--- src/rtl/dmem_arbiter.sv ---
// rtl/dmem_arbiter.sv - single-port data memory arbiter between a CPU and a VGA fetcher, VGA-first.
// Define DMEM_ARB_STARVE_GUARD_EN to bound consecutive contested VGA grants at VGA_BURST_MAX.
module dmem_arbiter #(
  parameter int ADDR_W        = 32,
  parameter int VGA_BURST_MAX = 8
) (
  input  logic              CLOCK_50,
  input  logic              resetn,
  input  logic              cpu_req,
  input  logic              cpu_we,
  input  logic [3:0]        cpu_be,
  input  logic [ADDR_W-1:0] cpu_addr,
  input  logic [31:0]       cpu_wdata,
  output logic              cpu_gnt,
  output logic              cpu_rvalid,
  input  logic              vga_req,
  input  logic [ADDR_W-1:0] vga_addr,
  output logic              vga_gnt,
  output logic              vga_rvalid,
  output logic              mem_en,
  output logic              mem_we,
  output logic [3:0]        mem_be,
  output logic [ADDR_W-1:0] mem_addr,
  output logic [31:0]       mem_wdata,
  input  logic [31:0]       mem_rdata
);

  // State bits double as the rvalid outputs, so the outputs come straight off flops.
  typedef enum logic [1:0] {
    RESP_NONE = 2'b00,
    RESP_CPU  = 2'b01,
    RESP_VGA  = 2'b10
  } resp_state_t;

  resp_state_t resp_state;
  logic        starved;

`ifdef DMEM_ARB_STARVE_GUARD_EN
  localparam int RUN_W = $clog2(VGA_BURST_MAX + 1);

  logic [RUN_W-1:0] vga_run;

  assign starved = (vga_run == RUN_W'(VGA_BURST_MAX));

  always_ff @(posedge CLOCK_50 or negedge resetn) begin
    if (!resetn) begin
      vga_run <= '0;
    end else if (cpu_gnt || !cpu_req) begin
      vga_run <= '0;
    end else if (vga_gnt) begin
      vga_run <= vga_run + RUN_W'(1);
    end
  end
`else
  logic unused_burst_max;
  assign unused_burst_max = ^VGA_BURST_MAX;
  assign starved          = 1'b0;
`endif

  // Read data is wired to both requesters outside this block; rvalid tells them whose it is.
  logic unused_rdata;
  assign unused_rdata = ^mem_rdata;

  assign vga_gnt = resetn & vga_req & ~starved;
  assign cpu_gnt = resetn & cpu_req & ~vga_gnt;
  assign mem_en  = cpu_gnt | vga_gnt;

  always_comb begin
    mem_we    = 1'b0;
    mem_be    = 4'h0;
    mem_addr  = '0;
    mem_wdata = 32'h0;
    if (vga_gnt) begin
      mem_be   = 4'hF;
      mem_addr = vga_addr;
    end else if (cpu_gnt) begin
      mem_we    = cpu_we;
      mem_be    = cpu_be;
      mem_addr  = cpu_addr;
      mem_wdata = cpu_wdata;
    end
  end

  always_ff @(posedge CLOCK_50 or negedge resetn) begin
    if (!resetn) begin
      resp_state <= RESP_NONE;
    end else if (cpu_gnt && !cpu_we) begin
      resp_state <= RESP_CPU;
    end else if (vga_gnt) begin
      resp_state <= RESP_VGA;
    end else begin
      resp_state <= RESP_NONE;
    end
  end

  assign cpu_rvalid = resp_state[0];
  assign vga_rvalid = resp_state[1];

endmodule

--- config.mk ---
export PLATFORM = sky130hd
export DESIGN_NAME = dmem_arbiter
export DESIGN_NICKNAME = d
export VERILOG_FILES = /design/src/rtl/dmem_arbiter.sv
export SDC_FILE = /design/constraint.sdc
export NUM_CORES = 1
export LEC_CHECK = 0
export CORE_AREA = 3 3 81 83
export CTS_BUF_LIST = sky130_fd_sc_hd__clkbuf_2 sky130_fd_sc_hd__clkbuf_4 sky130_fd_sc_hd__clkbuf_8
export CTS_CLUSTER_DIAMETER = 80
export DETAILED_ROUTE_END_ITERATION = 7
export DIE_AREA = 0 0 84 86
export MAX_ROUTING_LAYER = met4
export PLACE_DENSITY_LB_ADDON = 0.05
export SLEW_MARGIN = 10
export SYNTH_ARGS = -nofsm -noshare
export SYNTH_HDL_FRONTEND = slang
export SYNTH_SLANG_ARGS = --single-unit
--- constraint.sdc ---
create_clock -name CLOCK_50 -period 1.5 [get_ports CLOCK_50]
set_clock_uncertainty 0.2 [all_clocks]
set_input_delay 0.225 -clock CLOCK_50 [delete_from_list [all_inputs] [get_ports CLOCK_50]]
set_output_delay 0.225 -clock CLOCK_50 [all_outputs]
set_load 0.01 [all_outputs]
-- Yosys cells after proc, flatten, opt, wreduce, memory -nomap -nowiden
Cells that the tools add are included.
- register bits after elaboration: 2
- latch bits: 0
- memory bits (writable): 0
- memory bits (read-only): 0
- input bits: 137
- output and inout port bits: 74
- memories: 0
- $add $sub $neg: 0
- multiply operators: 0
- divide/modulo/power cells: 0
- order comparisons: 0
- equal/unequal tests: 0
- shifts and indexed selects: 0
- multiplexer cells: 10
- bitwise logic cells: 5
- reduce and logical (&&, ||, !) cells: 2
- operators by type and width (operator ; number):
    two-way mux 32 bit ; 4
    two-way mux 4 bit ; 2
    two-way mux 2 bit ; 2
    bitwise AND 1 bit ; 3
    two-way mux 1 bit ; 2
    logical AND 1 bit ; 1
    logical NOT 1 bit ; 1
    inverter 1 bit ; 1
    bitwise OR 1 bit ; 1

-- Longest topological paths before layout
Gate-level depths: netlist (run 1).
- depth in word-level cells: 5
- depth in mapped cells: 5
- gate-level depth less buffers: 2

-- Least setup slack after synthesis (run 1)
No wires, ideal clock.
- path type: input-to-output
- start: in vga_req
- end: out mem_addr[22]
- arrival: 0.997 ns
- data required time: 1.075 ns
- slack: 0.078 ns
- stages on the path: 5
- path buffers: 3
- path through: buf_4 -> and2_1 -> buf_6 -> buf_6 -> a32o_1
- word-level cells in the longest chain between the ends: 5
- ends and longest elaborated chain (item ; RTL line ; source):
    from (decl) ; 16 ; input logic vga_req,
    bitwise AND 1 bit * ; 64 ; assign vga_gnt = resetn & vga_req & ~starved;
    named net vga_gnt ; 18 ; output logic vga_gnt,
    inverter 1 bit ; 65 ; assign cpu_gnt = resetn & cpu_req & ~vga_gnt;
    bitwise AND 1 bit ; 65 ;
    two-way mux 32 bit ; 76 ; end else if (cpu_gnt) begin
    two-way mux 32 bit * ; 73 ; if (vga_gnt) begin
    to (decl) ; 23 ; output logic [ADDR_W-1:0] mem_addr,
Mark *: on every way through the listed nets, which the timed path passes. The rest lies on a longest branch.

-- Worst setup path after layout (run 1)
- start: in resetn
- end: out mem_addr[23]
- word-level cells in the longest chain between the ends: 5
- ends and longest elaborated chain (item ; RTL line ; source):
    from (decl) ; 8 ; input logic resetn,
    bitwise AND 1 bit ; 64 ;
    inverter 1 bit ; 65 ;
    bitwise AND 1 bit ; 65 ;
    two-way mux 32 bit ; 76 ;
    two-way mux 32 bit * ; 73 ;
Every way passes the cells marked *; elsewhere a longest branch is shown, timed or not.

==> impl_metrics.json, run 1 <==
{
  "antenna_found_initial": 0,
  "yosys.cell_count.top_type": "and3_1",
  "die-area_sq_mm": 0.007224,
  "ys_async_sr_fraction_pct": 100.0,
  "synth_area_leaders": "a32o_1 (39%), and3_1 (25%), buf_6 (14%)",
  "avgSynthCellArea_sq_um": 8.084,
  "largest_register": "resp_state",
  "ys.flop_type": "dfrtp_1",
  "grt_pass1_wl_mm": 9.135,
  "status": "complete, but fails checks",
  "netlist_top_cells_count": "and3_1 (33), a32o_1 (32), buf_6 (10), clkbuf_1 (7)",
  "cap_violations": 0,
  "vias": 1671,
  "final_core_util_pct": 44.78,
  "grt_pass1_vias": 1721,
  "io_buffer_count": 178,
  "nets": 422,
  "leakagePower_nw": 1.349,
  "grt_max_degree": 39,
  "min_path_type": "in -> reg",
  "crit_path_end_kind": "output pin",
  "clk_path_buf_depth": 2,
  "required_ps": 1070,
  "worst_slew_pin_slew_ps": 158.5,
  "num-fill-cells": 629,
  "drt_drc_violations_left": 0,
  "maxSlewViolCount": 0,
  "synth_cell_type_count": 15,
  "met2_usage_pct": 29.21,
  "reg_top3": "resp_state x2",
  "ir_worst_vdd_uv": 181.1,
  "area_delta_synth_final_pct": 221.5,
  "tritoncts.num_buffers": 3,
  "arrival_ps": 1090,
  "core_area_sq_mm": 0.005921,
  "drive_above_1_share_pct": 35.69,
  "rsz0062_at_grt": "true",
  "swShare_pct": 28.90,
  "hold_viol": 0,
  "worst_slew_margin_rel_pct": 89.41,
  "setup.worst_path.start_class": "input pin",
  "root_buffer": "clkbuf_8",
  "synth_top_area_share_pct": 38.85,
  "gr-max-usage-layer": "met2",
  "setup_viol": 6,
  "met1_usage_pct": 18.52,
  "fmax_ghz": 0.6582,
  "wl_mm": 6.067,
  "htree_levels": 1,
  "place_congestion": 0.7540,
  "hold_ws_ps": 145.0,
  "clk_pin_slew_ps": 30,
  "largest_reg_flops": 2,
  "finalSetupTns_ps": -56.10,
  "die_width_um": 84,
  "comb_power_share_pct": 72.1,
  "die_h_um": 86,
  "initial_utilization_pct": 13.93,
  "drtIter0Drc": 59,
  "worst_slack_ps": -19.29,
  "wl_per_cell_um": 16.95,
  "worstSetupPathType": "in -> out",
  "hpwl_mm": 4.432,
  "ys_ff_latch": 2,
  "grt_util_all_layers_pct": 16.27,
  "first_pass_iters": 4,
  "finalCritPeriodShare_pct": 101.3,
  "p_int_uw": 678.1,
  "p_clk_share_pct": 21.9,
  "rows": 28,
  "syn-cell-area_sq_um": 824.5,
  "met3_usage_pct": 3.362,
  "num_antenna_cells": 0,
  "syn_inst": 102,
  "violations": "setup timing",
  "cts_sinks": 2,
  "layoutNonFillerInstCount": 358,
  "synth_edf_count": 0,
  "synth-seq-area-share_pct": 6.070,
  "ios": 211,
  "period_needed_ps": 1519,
  "seqPwrFrac_pct": 5.9,
  "p_switching_uw": 275.6,
  "ant_nets": 0,
  "syn-num-nets": 239,
  "overflow": 0,
  "worstHoldPathCells": 3,
  "dpl.cell_count": 345,
  "cts_tree": "done",
  "vias_per_cell": 4.668,
  "ys_warn_count": 0,
  "cp_max_fo": 5,
  "power_density_mw_per_mm2": 359.7,
  "yosysTopAreaCell": "a32o_1"
}
-- power by group through the flow --
| stage | registers, mW | clock network [mW] | logic, mW |
|---|---|---|---|
| CTS | 0.0568 | 0.218 | 0.691 |
| global placement | 0.0573 | 0 | 0.691 |
| global route | 0.0569 | 0.227 | 0.738 |
| finish | 0.0567 | 0.209 | 0.688 |
| floorplan | 0.0587 | 0 | 0.214 |
| detailed placement | 0.0573 | 0 | 0.692 |
-- routing by layer --
metal,wire [um],vias to the layer above
met5,0,-
met4,64,0
met3,563,6
met2,3111,118
met1,2328,758
li1,-,789
-- what timing repair did --
action                                  in CTS  in global routing
gates cloned                                 5                  1
hold buffers                                 1                  0
resized for setup                          296                 15
setup buffers                                4                  0
endpoints found under the setup margin      72                 63
hold endpoints to repair                     2                  0
pin swaps                                   23                 11
-- path summary, 6_finish.rpt --
kind | startpoint | endpoint
max | resetn | mem_addr[23]
min | vga_req | resp_state[0]
max in group asynchronous | resetn | resp_state[0]
min in group asynchronous | resetn | resp_state[1]
-- per-stage QoR --
| stage | instance area, sq um | setup slack, ps | power (mW) |
|---|---|---|---|
| finish | 2651 | -19.29 | 0.9537 |
| global route | 2651 | -47.03 | 1.022 |
| CTS | 2615 | -76.31 | 0.9667 |
| detailed placement | 2676 | -838.6 | 0.7494 |
| global placement | 2676 | -840.2 | 0.7486 |
| floorplan | 824.5 | 78.45 | 0.2723 |
-- cell type report --
cell class | count | area, sq um | area share [%]
repair buffers | 198 | 1824 | 68.81
multi-input cells | 80 | 641.9 | 24.21
well taps | 75 | 93.84 | 3.539
flip-flops and latches | 2 | 50.05 | 1.888
clock buffers | 3 | 41.29 | 1.557
-- critical path, cell delays in order --
cell	delay, ps
buf_6	90
nor2b_4	130
buf_12	140
buf_12	120
a32o_2	260
buf_6	120
-- cell usage in the layout (no fill, tap or decap), types with 2 or more instances in the layout --
| cell type | n |
|---|---|
| dfrtp_1 | 2 |
| and3_1 | 29 |
| buf_6 | 9 |
| a32o_1 | 31 |
| dlygate4sd2_1 | 3 |
| a21oi_1 | 4 |
| and3_4 | 4 |
| buf_4 | 4 |
| clkdlybuf4s50_1 | 101 |
| buf_2 | 65 |
| clkbuf_8 | 3 |
| dlymetal6s2s_1 | 2 |
| nor2b_1 | 4 |
| buf_12 | 7 |
| buf_16 | 3 |
-- cell families after synthesis --
group                  share of synthesized area, %
buffers and inverters                         18.97
flip-flops                                    6.070
AND/OR/NAND/NOR                               32.77
AO/OA/AOI/OAI                                 42.19
No activity file was read; power rests on OpenSTA's default activity.
==> run 2: changes to the inputs <==
==> constraint.sdc (replaced) <==
create_clock -name CLOCK_50 -period 1.6 [get_ports CLOCK_50]
set_clock_uncertainty 0.2 [all_clocks]
set_input_delay 0.24 -clock CLOCK_50 [delete_from_list [all_inputs] [get_ports CLOCK_50]]
set_output_delay 0.24 -clock CLOCK_50 [all_outputs]
set_load 0.01 [all_outputs]
==> impl_metrics.json, run 2 (synthesis results as in run 1) <==
{
  "status": "finished clean",
  "fmax_ghz": 0.6327,
  "die_h_um": 86,
  "finalSetupTns_ps": 0,
  "first_pass_iters": 4,
  "place_congestion": 0.7533,
  "final_cell_mix": "clkdlybuf4s50_1 (103), buf_2 (61), a32o_1 (31), and3_1 (29), buf_6 (10)",
  "min_path_type": "in -> reg",
  "min_to": "resp_state[0]",
  "nets": 424,
  "core_area_sq_mm": 0.005921,
  "post-place-ws_ps": -761.6,
  "multi_input_area_sq_um": 641.9,
  "finalCritPeriodShare_pct": 98.78,
  "maxSlewViolCount": 0,
  "reg_top3": "resp_state x2",
  "stdcell_area_sq_mm": 0.002665,
  "required_ps": 1160,
  "crit_path_end_kind": "output pin",
  "initial_utilization_pct": 13.93,
  "worstHoldPathCells": 3,
  "hpwl_mm": 4.383,
  "largest_register": "resp_state",
  "die_width_um": 84,
  "power_density_mw_per_mm2": 336.3,
  "min_from": "vga_req",
  "rows": 28,
  "cts_sinks": 2,
  "num-fill-cells": 642,
  "wl_per_cell_um": 16.47,
  "cap_violations": 0,
  "hold_ws_ps": 162.0,
  "cp_max_fo": 8,
  "ios": 211,
  "htree_levels": 1,
  "clk_path_buf_depth": 2,
  "dpl.cell_count": 345,
  "worst_slack_ps": 19.52,
  "worst_slew_pin_slew_ps": 147.5,
  "power_uw": 896.3,
  "num_antenna_cells": 0,
  "tritoncts.num_buffers": 3,
  "overflow": 0,
  "vias": 1642,
  "final_core_util_pct": 45.01,
  "hold_viol": 0,
  "place_area_sq_mm": 0.002676,
  "setup.worst_path.start_class": "input pin",
  "worst_slew_margin_rel_pct": 90.09,
  "largest_reg_flops": 2,
  "leakagePower_nw": 1.325,
  "final_common_cell": "clkdlybuf4s50_1",
  "ir_worst_vdd_uv": 173.0,
  "drive_above_1_share_pct": 35.44,
  "wl_mm": 5.929,
  "grt_util_all_layers_pct": 15.50,
  "layoutNonFillerInstCount": 360,
  "grt_pass1_vias": 1684,
  "cts_tree": "done",
  "io_buffer_count": 178,
  "antenna_found_initial": 0,
  "seq_area_sq_um": 50.05,
  "worstSetupPathType": "in -> out",
  "period_needed_ps": 1580,
  "rsz0062_at_grt": "true",
  "grt_max_degree": 39,
  "arrival_ps": 1140,
  "clk_pin_slew_ps": 30,
  "ant_nets": 0,
  "setup_viol": 0,
  "grt_pass1_wl_mm": 8.721,
  "vias_per_cell": 4.561,
  "drtIter0Drc": 60,
  "die-area_sq_mm": 0.007224,
  "drt_drc_violations_left": 0,
  "area_delta_synth_final_pct": 223.2,
  "root_buffer": "clkbuf_8"
}
==> run 2: cell types whose count changed in the layout (fill, tap and decap cells not counted) <==
cell,delta
clkdlybuf4s15_1,+2
buf_6,+1
clkbuf_16,-1
clkbuf_2,+2
clkdlybuf4s50_1,+2
dlymetal6s2s_1,-2
buf_12,-1
buf_4,+2
buf_2,-4
buf_16,+1
==> run 2: metal layers <==
metal	track usage, %	part of all wire [%]	vias to the layer above
li1	-	-	794
met1	15.67	37	738
met2	29.65	53	106
met3	4.035	9.4	4
met4	3.947	0.79	0
met5	-	0	-
==> run 2: worst max-delay path by stage <==
stage	slack, ps	to	start	cells after the start
global placement	-770	mem_addr[15]	resetn	5
finish	20	mem_wdata[6]	resetn	7
detailed placement	-760	mem_addr[15]	resetn	5
global route	-20	mem_wdata[6]	resetn	7
CTS	-20	mem_wdata[8]	vga_req	7
floorplan	150	mem_addr[22]	vga_req	5
==> run 2: final cells by class <==
| type | count | area share, % |
|---|---|---|
| clock buffer | 3 | 1.549 |
| timing repair buffer | 200 | 68.97 |
| sequential | 2 | 1.878 |
| multi-input combinational | 80 | 24.08 |
| tap | 75 | 3.521 |
==> run 2: what timing repair did <==
item | CTS | global route
cloned | 5 | 0
hold buffers | 1 | 0
resized for setup | 285 | 21
buffers inserted | 5 | 1
hold endpoints to repair | 2 | 0
endpoints found under the setup margin | 72 | 22
pin swaps | 2 | 11
==> run 2: report_power, final <==
part	switching, mW	internal [mW]
Sequential	0.000375	0.0529
Clock	0.0368	0.159
Combinational	0.219	0.428
==> run 2: worst max-delay path: stages <==
cell and delay [ps]:
buf_6 70, nor2b_4 190, buf_12 150, buf_12 120
buf_6 90, and3_4 170, buf_6 100
==> run 3: changes to the inputs <==
--- a/config.mk
+++ b/config.mk
@@ -7,7 +7,6 @@
 export LEC_CHECK = 0
 export CORE_AREA = 3 3 81 83
 export CTS_BUF_LIST = sky130_fd_sc_hd__clkbuf_2 sky130_fd_sc_hd__clkbuf_4 sky130_fd_sc_hd__clkbuf_8
-export CTS_CLUSTER_DIAMETER = 80
 export DETAILED_ROUTE_END_ITERATION = 7
 export DIE_AREA = 0 0 84 86
 export MAX_ROUTING_LAYER = met4
==> results of run 3 <==
The final DEF is identical to that of run 2; final timing and power are the same.
